`config.mk`:
```
export PLATFORM = sky130hd
export DESIGN_NAME = pattern_scan_ctrl
export DESIGN_NICKNAME = d
export VERILOG_FILES = /design/src/rtl/pattern_scan_ctrl.sv
export SDC_FILE = /design/constraint.sdc
export NUM_CORES = 1
export LEC_CHECK = 0
export CORE_AREA = 2 2 81 75
export CTS_CLUSTER_SIZE = 8
export DETAILED_ROUTE_END_ITERATION = 16
export DIE_AREA = 0 0 83 77
export DONT_BUFFER_PORTS = 1
export PLACE_DENSITY = 0.59
export SLEW_MARGIN = 5
export SYNTH_ARGS = -nofsm -noshare
export SYNTH_HDL_FRONTEND = slang
export SYNTH_SLANG_ARGS = --single-unit
```
`constraint.sdc`:
```
create_clock -name clk -period 3.94 [get_ports clk]
set_clock_uncertainty 0.05 [all_clocks]
set_input_delay 1.182 -clock clk [delete_from_list [all_inputs] [get_ports clk]]
set_output_delay 1.182 -clock clk [all_outputs]
set_load 0.01 [all_outputs]
```
`src/rtl/pattern_scan_ctrl.sv`:
```
// Runtime-configurable serial pattern matcher: accepts words over valid/ready,
// shifts them MSB-first through a match window and counts hits.
module pattern_scan_ctrl #(
  parameter int MAX_LEN = 8,
  parameter int WORD_W  = 8,
  parameter int CNT_W   = 8,
  localparam int LEN_W  = $clog2(MAX_LEN + 1)
) (
  input  logic               clk,
  input  logic               reset,
  input  logic               cfg_we,
  input  logic [MAX_LEN-1:0] cfg_pattern,
  input  logic [LEN_W-1:0]   cfg_len,
  input  logic               cfg_overlap,
  input  logic               start,
  input  logic               stop,
  input  logic               word_valid,
  input  logic [WORD_W-1:0]  word_data,
  output logic               word_ready,
  output logic               busy,
  output logic               match_pulse,
  output logic [CNT_W-1:0]   match_count,
  output logic               count_ovf,
  output logic               cfg_err
);

  localparam int BIT_W = (WORD_W > 1) ? $clog2(WORD_W) : 1;

  typedef enum logic [1:0] {IDLE, ARMED, SCAN} state_t;

  state_t             state;
  logic [MAX_LEN-1:0] pattern_reg;
  logic [LEN_W-1:0]   len_reg;
  logic               overlap_reg;
  logic [MAX_LEN-1:0] hist;
  logic [LEN_W-1:0]   seen;
  logic [BIT_W-1:0]   bit_idx;
  logic [WORD_W-1:0]  word_q;
  logic               stop_pend;

  logic [MAX_LEN-1:0] len_mask;
  logic [MAX_LEN-1:0] hist_shift;
  logic [LEN_W-1:0]   seen_inc;
  logic               hit;
  logic               len_ok;
  logic               last_bit;

  // Only the low len bits of the window take part in the comparison.
  for (genvar gi = 0; gi < MAX_LEN; gi++) begin : g_mask
    assign len_mask[gi] = (gi < int'(len_reg));
  end

  // word_q is shifted left as it is consumed, so its MSB is always the next bit.
  assign hist_shift = {hist[MAX_LEN-2:0], word_q[WORD_W-1]};
  assign seen_inc   = (seen < len_reg) ? seen + LEN_W'(1) : seen;
  assign hit        = (seen_inc >= len_reg) &&
                      ((hist_shift & len_mask) == (pattern_reg & len_mask));
  assign len_ok     = (cfg_len != '0) && (cfg_len <= LEN_W'(MAX_LEN));
  assign last_bit   = (bit_idx == BIT_W'(WORD_W - 1));

  always_ff @(posedge clk) begin
    if (reset) begin
      state       <= IDLE;
      pattern_reg <= '0;
      len_reg     <= LEN_W'(MAX_LEN);
      overlap_reg <= 1'b1;
      hist        <= '0;
      seen        <= '0;
      bit_idx     <= '0;
      word_q      <= '0;
      stop_pend   <= 1'b0;
      word_ready  <= 1'b0;
      busy        <= 1'b0;
      match_pulse <= 1'b0;
      match_count <= '0;
      count_ovf   <= 1'b0;
      cfg_err     <= 1'b0;
    end else begin
      cfg_err     <= 1'b0;
      match_pulse <= 1'b0;

      if (cfg_we) begin
        if (state == IDLE && len_ok) begin
          pattern_reg <= cfg_pattern;
          len_reg     <= cfg_len;
          overlap_reg <= cfg_overlap;
        end else begin
          cfg_err <= 1'b1;
        end
      end

      case (state)
        IDLE: begin
          if (start) begin
            state       <= ARMED;
            word_ready  <= 1'b1;
            busy        <= 1'b1;
            hist        <= '0;
            seen        <= '0;
            match_count <= '0;
            count_ovf   <= 1'b0;
            stop_pend   <= 1'b0;
          end
        end

        ARMED: begin
          if (stop) begin
            state      <= IDLE;
            word_ready <= 1'b0;
            busy       <= 1'b0;
          end else if (word_valid) begin
            word_q     <= word_data;
            bit_idx    <= '0;
            state      <= SCAN;
            word_ready <= 1'b0;
          end
        end

        SCAN: begin
          hist    <= hist_shift;
          word_q  <= word_q << 1;
          bit_idx <= bit_idx + BIT_W'(1);
          if (hit) begin
            match_pulse <= 1'b1;
            if (match_count == {CNT_W{1'b1}}) begin
              count_ovf <= 1'b1;
            end else begin
              match_count <= match_count + CNT_W'(1);
            end
            seen <= overlap_reg ? seen_inc : '0;
          end else begin
            seen <= seen_inc;
          end
          if (stop) begin
            stop_pend <= 1'b1;
          end
          // A stop arriving on the final bit is honoured just like an earlier one.
          if (last_bit) begin
            if (stop_pend || stop) begin
              state <= IDLE;
              busy  <= 1'b0;
            end else begin
              state      <= ARMED;
              word_ready <= 1'b1;
            end
          end
        end

        default: begin
          state      <= IDLE;
          word_ready <= 1'b0;
          busy       <= 1'b0;
        end
      endcase
    end
  end

endmodule

```
==> out/qor.yml, run 1 <==
status: "completed"
r2r_cells: 11
synth_cells: 272
cts_inserted_buffers: 5
power.share.clock_pct: 32.0
rr_endpoint: "match_count[7]"
nFillCells: 540
htreeDepth: 2
slowest_delay_ns: 0.55
maxCapViolCount: 0
hpwl_mm: 3.53
synth_seq_area_share_pct: 42.5
hold_class: "flop to flop"
powerDensity_mw_per_mm2: 398
timing.rr.start: "len_reg[3]"
cts_root_buf: "clkbuf_8"
grt_pass1_wl_mm: 8.77
switching_power_uw: 275
core_area_mm2: 0.00556
finalSetupViolations: 0
combPwrFrac_pct: 12.4
rsz0062_at_grt: "no"
worstPathRequired_ns: 4.13
wire_per_inst_um: 15.1
dpl_cell_area_mm2: 0.00244
drive_above_1_share_pct: 4.12
dieArea_mm2: 0.00639
clk_pin_slew_worst_paths_ns: 0.10
netlist_area_mm2: 0.00240
postSynth.asyncResetShare_pct: 0
holdWs_ns: 0.406
crit_top_cell: "ha_1"
vias: 1884
power.leakage_uw: 0.00104
post_cts_buffers: 0
dr.pass1.iters: 4
final_cell_mix: "51 x dfxtp_1, 33 x nor2_1, 26 x a21oi_1, 19 x nand2_1, 12 x mux2i_1"
die_w_um: 83
n_antenna_cell: 0
rrSetupSlack_ns: 0.41
ys_ff_latch: 51
antenna_found_initial: 0
p_int_uw: 732
critPathKind: "flop to flop"
portBuffers: 0
clk_path_buf_depth: 2
crit_path_end_kind: "flop"
yosysWarnings: 0
grt_pass1_vias: 1787
post-route-period-util_pct: 89.7
path_cells: "inv_1 -> ha_1 -> nand2_1 -> o21ai_1 -> mux2_2 -> ha_1 -> a2111oi_0 -> a221o_1 -> o41a_1 -> or4_1 -> a21oi_1"
worst-path-max-fanout: 13
gp_congestion: 0.823
cp.depth: 11
critPathSlowestCell: "or4_1"
pwr-share-seq_pct: 55.6
finalSetupTns_ns: 0
io_pins: 40
routed_wl_mm: 5.10
max-slew-margin-rel_pct: 36.5
drt-vias-per-instance: 5.59
fin_crit_ns: 3.53
synth_ff_type: "dfxtp_1"
drtIter0Drc: 51
areaGrowthSynthToFinish_pct: 5.47
rows: 26
grt_max_degree: 38
clk_latency_ns: 0.30
cp-start-kind: "flop"
synth_edf_count: 0
cp.arrival_ns: 3.72
die_height_um: 77
grtUsageTotal_pct: 16.6
syn_area_per_cell_um2: 8.83
final_cell_area_mm2: 0.00253
ff_latch_area_mm2: 0.00102
p_sw_share_pct: 27.3
layout_commonest_cell: "dfxtp_1"
cts.sinks: 51
crit_buf_inv: 1
multi_input_area_mm2: 0.00129
start_util_pct: 43.2
hold_depth: 2
nets: 304
overflow: 0
hold_path_end: "word_q[5]"
drc: 0
ys_types: 40
maxSlewViolCount: 0
min_from: "word_q[5]"
fmax_ghz: 0.283
synth_nets: 310
cts_tree: "built"
crit_family: "compound AO/OA/AOI/OAI gates"
postRouteAntennaNets: 0
power_uw: 1010
tightest_slew_ns: 0.950
hold_viol: 0
peakVddDrop_v: 0.000275
[routing by layer]
layer	part of all wire (%)	GRT usage, %	wire length, um
met1	50	22.7	2550
met2	43	25.2	2190
met3	5.8	5.27	295
met4	1.3	4.75	68
met5	0	0	0
[through the flow]
stage	utilization, %	cells	worst slack (ns)
after floorplan	-	272	0.567
after global placement	43.8	329	0.396
after detailed placement	43.8	329	0.302
after CTS	45.5	337	0.274
after global routing	45.5	337	0.119
final	45.5	337	0.405
[final cells by class]
type / count / area share, %
multi-input cells: 198 / 50.8
repair buffers: 1 / 0.296
clock inverters: 2 / 0.543
well taps: 70 / 3.46
clock buffers: 6 / 3.26
flip-flops and latches: 51 / 40.3
inverters: 9 / 1.33
[cells by family (layout without fill, tap and decap cells)]
group | after synthesis | count (layout) | share of synthesized area, %
AND/OR/NAND/NOR | 92 | 92 | 18.1
AO/OA/AOI/OAI | 70 | 70 | 19.9
flip-flops | 51 | 51 | 42.5
buffers and inverters | 23 | 18 | 3.91
multiplexers | 13 | 13 | 5.47
XOR/XNOR | 12 | 12 | 4.37
adder cells (fa/ha/maj) | 11 | 11 | 5.73
[worst min-delay path, cell delays in order, from the launching register on]
cell	delay, ns
dfxtp_1	0.32
nand2_1	0.05
a21oi_1	0.05
[synth_stat cells (3+ instances only)]
cell | n | share of area (%)
a211o_1 | 3 | 1.1
a211oi_1 | 3 | 0.94
a21oi_1 | 26 | 5.4
a22o_1 | 9 | 3.3
a22oi_1 | 6 | 1.9
a32o_1 | 3 | 1.3
and3_1 | 3 | 0.78
clkbuf_1 | 11 | 1.7
dfxtp_1 | 51 | 43
ha_1 | 11 | 5.7
inv_1 | 9 | 1.4
mux2i_1 | 12 | 5.0
nand2_1 | 19 | 3.0
nand2b_1 | 4 | 1.0
nand3_1 | 9 | 1.9
nor2_1 | 33 | 5.2
nor3_1 | 8 | 1.7
o21ai_0 | 6 | 1.3
o31ai_1 | 5 | 1.6
or4_1 | 5 | 1.6
xor2_1 | 10 | 3.6
[repair_timing]
item,in CTS,in global routing
gates resized for setup,0,1
endpoints found under the setup margin,0,5
hold endpoints to repair,0,0
hold buffers,0,0
[power groups by stage]
| stage | registers [uW] | logic, uW | clock network, uW |
|---|---|---|---|
| 6_report | 560 | 125 | 322 |
| 5_1_grt | 564 | 146 | 349 |
| 4_1_cts | 560 | 126 | 332 |
| 3_5_place_dp | 572 | 125 | 0 |
| 3_3_place_gp | 572 | 124 | 0 |
| 2_1_floorplan | 562 | 114 | 0 |
[worst max-delay path by stage]
| stage | slack (ns) | startpoint | to |
|---|---|---|---|
| 4_1_cts | 0.27 | len_reg[3] | match_count[7] |
| 5_1_grt | 0.12 | len_reg[3] | match_count[7] |
| 3_3_place_gp | 0.40 | len_reg[3] | match_count[3] |
| 6_report | 0.41 | len_reg[3] | match_count[7] |
| 2_1_floorplan | 0.57 | len_reg[3] | match_count[3] |
| 3_5_place_dp | 0.30 | len_reg[3] | match_count[7] |
No activity file was read; power rests on OpenSTA's default activity.
==> inputs of run 2 (changes only) <==
--- a/config.mk
+++ b/config.mk
@@ -11,7 +11,8 @@
 export DIE_AREA = 0 0 83 77
 export DONT_BUFFER_PORTS = 1
 export PLACE_DENSITY = 0.59
-export SLEW_MARGIN = 5
+export RECOVER_POWER = 50
+export SLEW_MARGIN = 20
 export SYNTH_ARGS = -nofsm -noshare
 export SYNTH_HDL_FRONTEND = slang
 export SYNTH_SLANG_ARGS = --single-unit
==> run 2 against run 1 <==
  * Clock-buffer cell count did not move
  * Sequential share of layout area did not move
  * Power barely moved
  * Final area did not move
==> out/qor.yml, run 2 (synthesis results as in run 1) <==
status: "completed"
drc: 0  # unchanged
cp-start-kind: "flop"
hold_class: "flop to flop"
fin_crit_ns: 3.53  # +0.0000980 ns
overflow: 0  # unchanged
maxCapViolCount: 0  # unchanged
powerDensity_mw_per_mm2: 398  # about the same
hpwl_mm: 3.53  # unchanged
critPathKind: "flop to flop"
nets: 304  # unchanged
crit_path_end_kind: "flop"
grt_pass1_vias: 1787  # unchanged
cts_root_buf: "clkbuf_8"
holdWs_ns: 0.406  # unchanged
die_height_um: 77  # unchanged
maxSlewViolCount: 0  # unchanged
dieArea_mm2: 0.00639  # unchanged
hold_viol: 0  # unchanged
grt_pass1_wl_mm: 8.77  # unchanged
combPwrFrac_pct: 12.4  # about the same
antenna_found_initial: 0  # unchanged
nFillCells: 540  # unchanged
clk_latency_ns: 0.30  # about the same
fmax_ghz: 0.283  # about the same
drtIter0Drc: 51  # unchanged
n_antenna_cell: 0  # unchanged
finalSetupViolations: 0  # unchanged
postRouteAntennaNets: 0  # unchanged
tightest_slew_ns: 0.950  # unchanged
power.leakage_uw: 0.00104  # about the same
cts_inserted_buffers: 5  # unchanged
layout_commonest_cell: "dfxtp_1"
drive_above_1_share_pct: 4.12  # unchanged
vias: 1885  # +0.053%
htreeDepth: 2  # unchanged
clk_path_buf_depth: 2  # unchanged
p_sw_share_pct: 27.4  # about the same
clk_pin_slew_worst_paths_ns: 0.10  # about the same
drt-vias-per-instance: 5.59  # about the same
p_int_uw: 732  # about the same
cts_tree: "built"
peakVddDrop_v: 0.000275  # about the same
dr.pass1.iters: 4  # unchanged
die_w_um: 83  # unchanged
worstPathRequired_ns: 4.13  # about the same
worst-path-max-fanout: 13  # unchanged
post-route-period-util_pct: 89.7  # about the same
final_cell_mix: "51 x dfxtp_1, 33 x nor2_1, 26 x a21oi_1, 19 x nand2_1, 12 x mux2i_1"
routed_wl_mm: 5.10  # about the same
wire_per_inst_um: 15.1  # about the same
portBuffers: 0  # unchanged
switching_power_uw: 275  # about the same
grtUsageTotal_pct: 16.6  # unchanged
finalSetupTns_ns: 0  # unchanged
io_pins: 40  # unchanged
rows: 26  # unchanged
cp.arrival_ns: 3.72  # about the same
cts.sinks: 51  # unchanged
power.share.clock_pct: 32.0  # about the same
post_cts_buffers: 0  # unchanged
start_util_pct: 43.2  # unchanged
max-slew-margin-rel_pct: 36.5  # unchanged
gp_congestion: 0.823  # unchanged
pwr-share-seq_pct: 55.6  # about the same
core_area_mm2: 0.00556  # unchanged
grt_max_degree: 38  # unchanged
areaGrowthSynthToFinish_pct: 5.47  # unchanged
rsz0062_at_grt: "no"
## run 2: cell types whose count changed in the layout (fill, tap and decap cells not counted)
cell,before,now
and2_1,2,1
and2_0,0,1
## run 2: path summary, 6_finish.rpt
| check | depth (start not counted) | end | startpoint | slack, ns |
|---|---|---|---|---|
| min reg2reg | 2 | word_q[5] | word_q[5] | 0.41 |
| max | 11 | match_count[7] | len_reg[3] | 0.41 |
| max reg2reg | 11 | match_count[7] | len_reg[3] | 0.41 |
| min | 2 | word_q[5] | word_q[5] | 0.41 |
## run 2: metrics by stage
stage / instance area (um2) / setup slack, ns / util, % / instances / power, uW
finish: 2530 / 0.405 / 45.5 / 337 / 1010
floorplan: 2400 / 0.567 / - / 272 / 676
global route: 2530 / 0.119 / 45.5 / 337 / 1060
CTS: 2530 / 0.274 / 45.5 / 337 / 1020
detailed placement: 2440 / 0.302 / 43.8 / 329 / 697
global placement: 2440 / 0.396 / 43.8 / 329 / 696
## run 2: cell type report
type,instances,area [um2],share of cell area (%)
tap,70,87.6,3.46
clock inverter,2,13.8,0.543
sequential,51,1020,40.3
multi-input combinational,198,1290,50.8
timing repair buffer,1,7.51,0.296
inverter,9,33.8,1.33
clock buffer,6,82.6,3.26
## run 2: routing by layer
metal,wire length (um),vias up,track usage (%)
met5,0,-,0
met4,68,0,4.75
met3,295,9,5.27
met2,2190,45,25.2
met1,2540,866,22.7
li1,-,965,-
## run 2: power by group through the flow
stage | combinational [uW] | sequential, uW | clock (uW)
global route | 146 | 564 | 349
CTS | 126 | 560 | 332
global placement | 124 | 572 | 0
finish | 125 | 560 | 322
detailed placement | 125 | 572 | 0
floorplan | 114 | 562 | 0
## run 2: what timing repair did
| item | 4_1_cts | 5_1_grt |
|---|---|---|
| hold buffers | 0 | 0 |
| gates resized for setup | 0 | 1 |
| endpoints found under the setup margin | 0 | 5 |
## run 2: worst max-delay path, cell delays in order, from the launching register on
cell	delay, ns
dfxtp_1	0.44
inv_1	0.11
ha_1	0.30
nand2_1	0.05
o21ai_1	0.28
mux2_2	0.40
ha_1	0.27
a2111oi_0	0.08
a221o_1	0.29
o41a_1	0.49
or4_1	0.55
a21oi_1	0.16
==> inputs of run 3 (changes only) <==
==> constraint.sdc (replaced) <==
create_clock -name clk -period 4.2 [get_ports clk]
set_clock_uncertainty 0.05 [all_clocks]
set_input_delay 1.26 -clock clk [delete_from_list [all_inputs] [get_ports clk]]
set_output_delay 1.26 -clock clk [all_outputs]
set_load 0.01 [all_outputs]
==> run 3 against run 2 <==
  * Final area decreased by 0.30%
  * First-iteration DRC count increased by 49%
  * Hold slack improved by 0.0012 ns
==> out/qor.yml, run 3 (synthesis results as in run 1) <==
nets: 303  # -0.33%
fin_crit_ns: 3.63  # +0.100 ns
start_util_pct: 43.2  # unchanged
core_area_mm2: 0.00556  # unchanged
power.leakage_uw: 0.00104  # -0.55%
numPlacedInstances: 328  # -0.30%
crit_path_end_kind: "flop"
rsz0062_at_grt: "no"
hpwl_mm: 3.56  # +0.90%
drive_above_1_share_pct: 3.76  # -0.36 points
tightest_slew_ns: 0.897  # -0.0531 ns
post-route-period-util_pct: 86.5  # -3.2 points
hold_depth: 2  # unchanged
hold_viol: 0  # unchanged
clk_latency_ns: 0.32  # +0.02 ns
routed_wl_mm: 5.08  # -0.31%
finalSetupViolations: 0  # unchanged
overflow: 0  # unchanged
cts_inserted_buffers: 5  # unchanged
die_w_um: 83  # unchanged
gp_congestion: 0.810  # -1.5%
worst-path-max-fanout: 13  # unchanged
grt_pass1_vias: 1729  # -3.2%
powerDensity_mw_per_mm2: 377  # -5.3%
cp.arrival_ns: 3.84  # +0.12 ns
cts_root_buf: "clkbuf_8"
worstPathRequired_ns: 4.40  # +0.27 ns
max-slew-margin-rel_pct: 40.0  # +3.6 points
drtIter0Drc: 76  # +49%
cts_resized: 0  # unchanged
areaGrowthSynthToFinish_pct: 5.16
layout.cells.non_filler: 336  # -0.30%
htreeDepth: 2  # unchanged
cts_tree: "built"
maxCapViolCount: 0  # unchanged
maxSlewViolCount: 0  # unchanged
cts.sinks: 51  # unchanged
portBuffers: 0  # unchanged
fmax_ghz: 0.275  # -2.8%
clk_pin_slew_worst_paths_ns: 0.10  # about the same
rows: 26  # unchanged
grtUsageTotal_pct: 16.6  # -0.023 points
cp-start-kind: "flop"
drt-vias-per-instance: 5.57  # -0.34%
die_height_um: 77  # unchanged
drc: 0  # unchanged
finalSetupTns_ns: 0  # unchanged
postRouteAntennaNets: 0  # unchanged
antenna_found_initial: 0  # unchanged
io_pins: 40  # unchanged
final_cell_mix: "51 x dfxtp_1, 33 x nor2_1, 26 x a21oi_1, 19 x nand2_1, 12 x mux2i_1"
dieArea_mm2: 0.00639  # unchanged
n_antenna_cell: 0  # unchanged
status: "completed"
grt_pass1_wl_mm: 8.47  # -3.5%
clk_path_buf_depth: 2  # unchanged
critPathKind: "flop to flop"
r2r_cells: 11  # unchanged
cts_hold_buf: 0  # unchanged
hold_class: "flop to flop"
dr.pass1.iters: 4  # unchanged
vias: 1873  # -0.64%
peakVddDrop_v: 0.000189  # -31%
grt_max_degree: 38  # unchanged
layout_commonest_cell: "dfxtp_1"
post_cts_buffers: 0  # unchanged
power_uw: 951  # -5.5%
wire_per_inst_um: 15.1  # about the same
-- run 3: through the flow --
stage | area (um2) | setup WS (ns) | hold slack, ns | utilization, %
after floorplan | 2400 | 0.827 | 0.376 | -
after global placement | 2430 | 0.664 | 0.387 | 43.7
after detailed placement | 2430 | 0.604 | 0.394 | 43.7
after CTS | 2530 | 0.574 | 0.409 | 45.4
after global routing | 2530 | 0.362 | 0.430 | 45.4
final | 2530 | 0.565 | 0.407 | 45.4
-- run 3: critical path, cell delays in order (launching register included) --
cell and delay [ns]:
dfxtp_1 0.43, inv_1 0.11, ha_1 0.30, nand2_1 0.05, o21ai_0 0.39, mux2_2 0.41, ha_1 0.27, a2111oi_0 0.08
a221o_1 0.29, o41a_1 0.48, or4_1 0.55, a21oi_1 0.15
-- run 3: report_power, final --
group	internal [uW]	leakage, uW	switching, uW
sequential	503	0.000414	21.9
combinational	46.9	0.000571	68.7
clock	135	0.0000516	175
total	685	0.00104	266
-- run 3: worst paths after layout --
check / endpoint / slack (ns) / start
setup / recovery: match_count[5] / 0.57 / len_reg[3]
hold / removal: word_q[2] / 0.41 / word_q[2]
setup reg to reg: match_count[5] / 0.57 / len_reg[3]
hold reg to reg: word_q[2] / 0.41 / word_q[2]
-- run 3: metal layers --
| layer | track usage [%] | routed length, um | vias to the layer above |
|---|---|---|---|
| met4 | 5.41 | 64 | 0 |
| met5 | 0 | 0 | - |
| met2 | 26.0 | 2210 | 35 |
| met3 | 6.35 | 283 | 6 |
| met1 | 21.1 | 2520 | 865 |
| li1 | - | - | 967 |
-- run 3: final cells by class --
type	instances	area, um2
Multi-Input combinational cell	198	1290
Tap cell	70	87.6
Fill cell	561	3040
Clock buffer	6	82.6
Sequential cell	51	1020
Inverter	9	33.8
Clock inverter	2	13.8
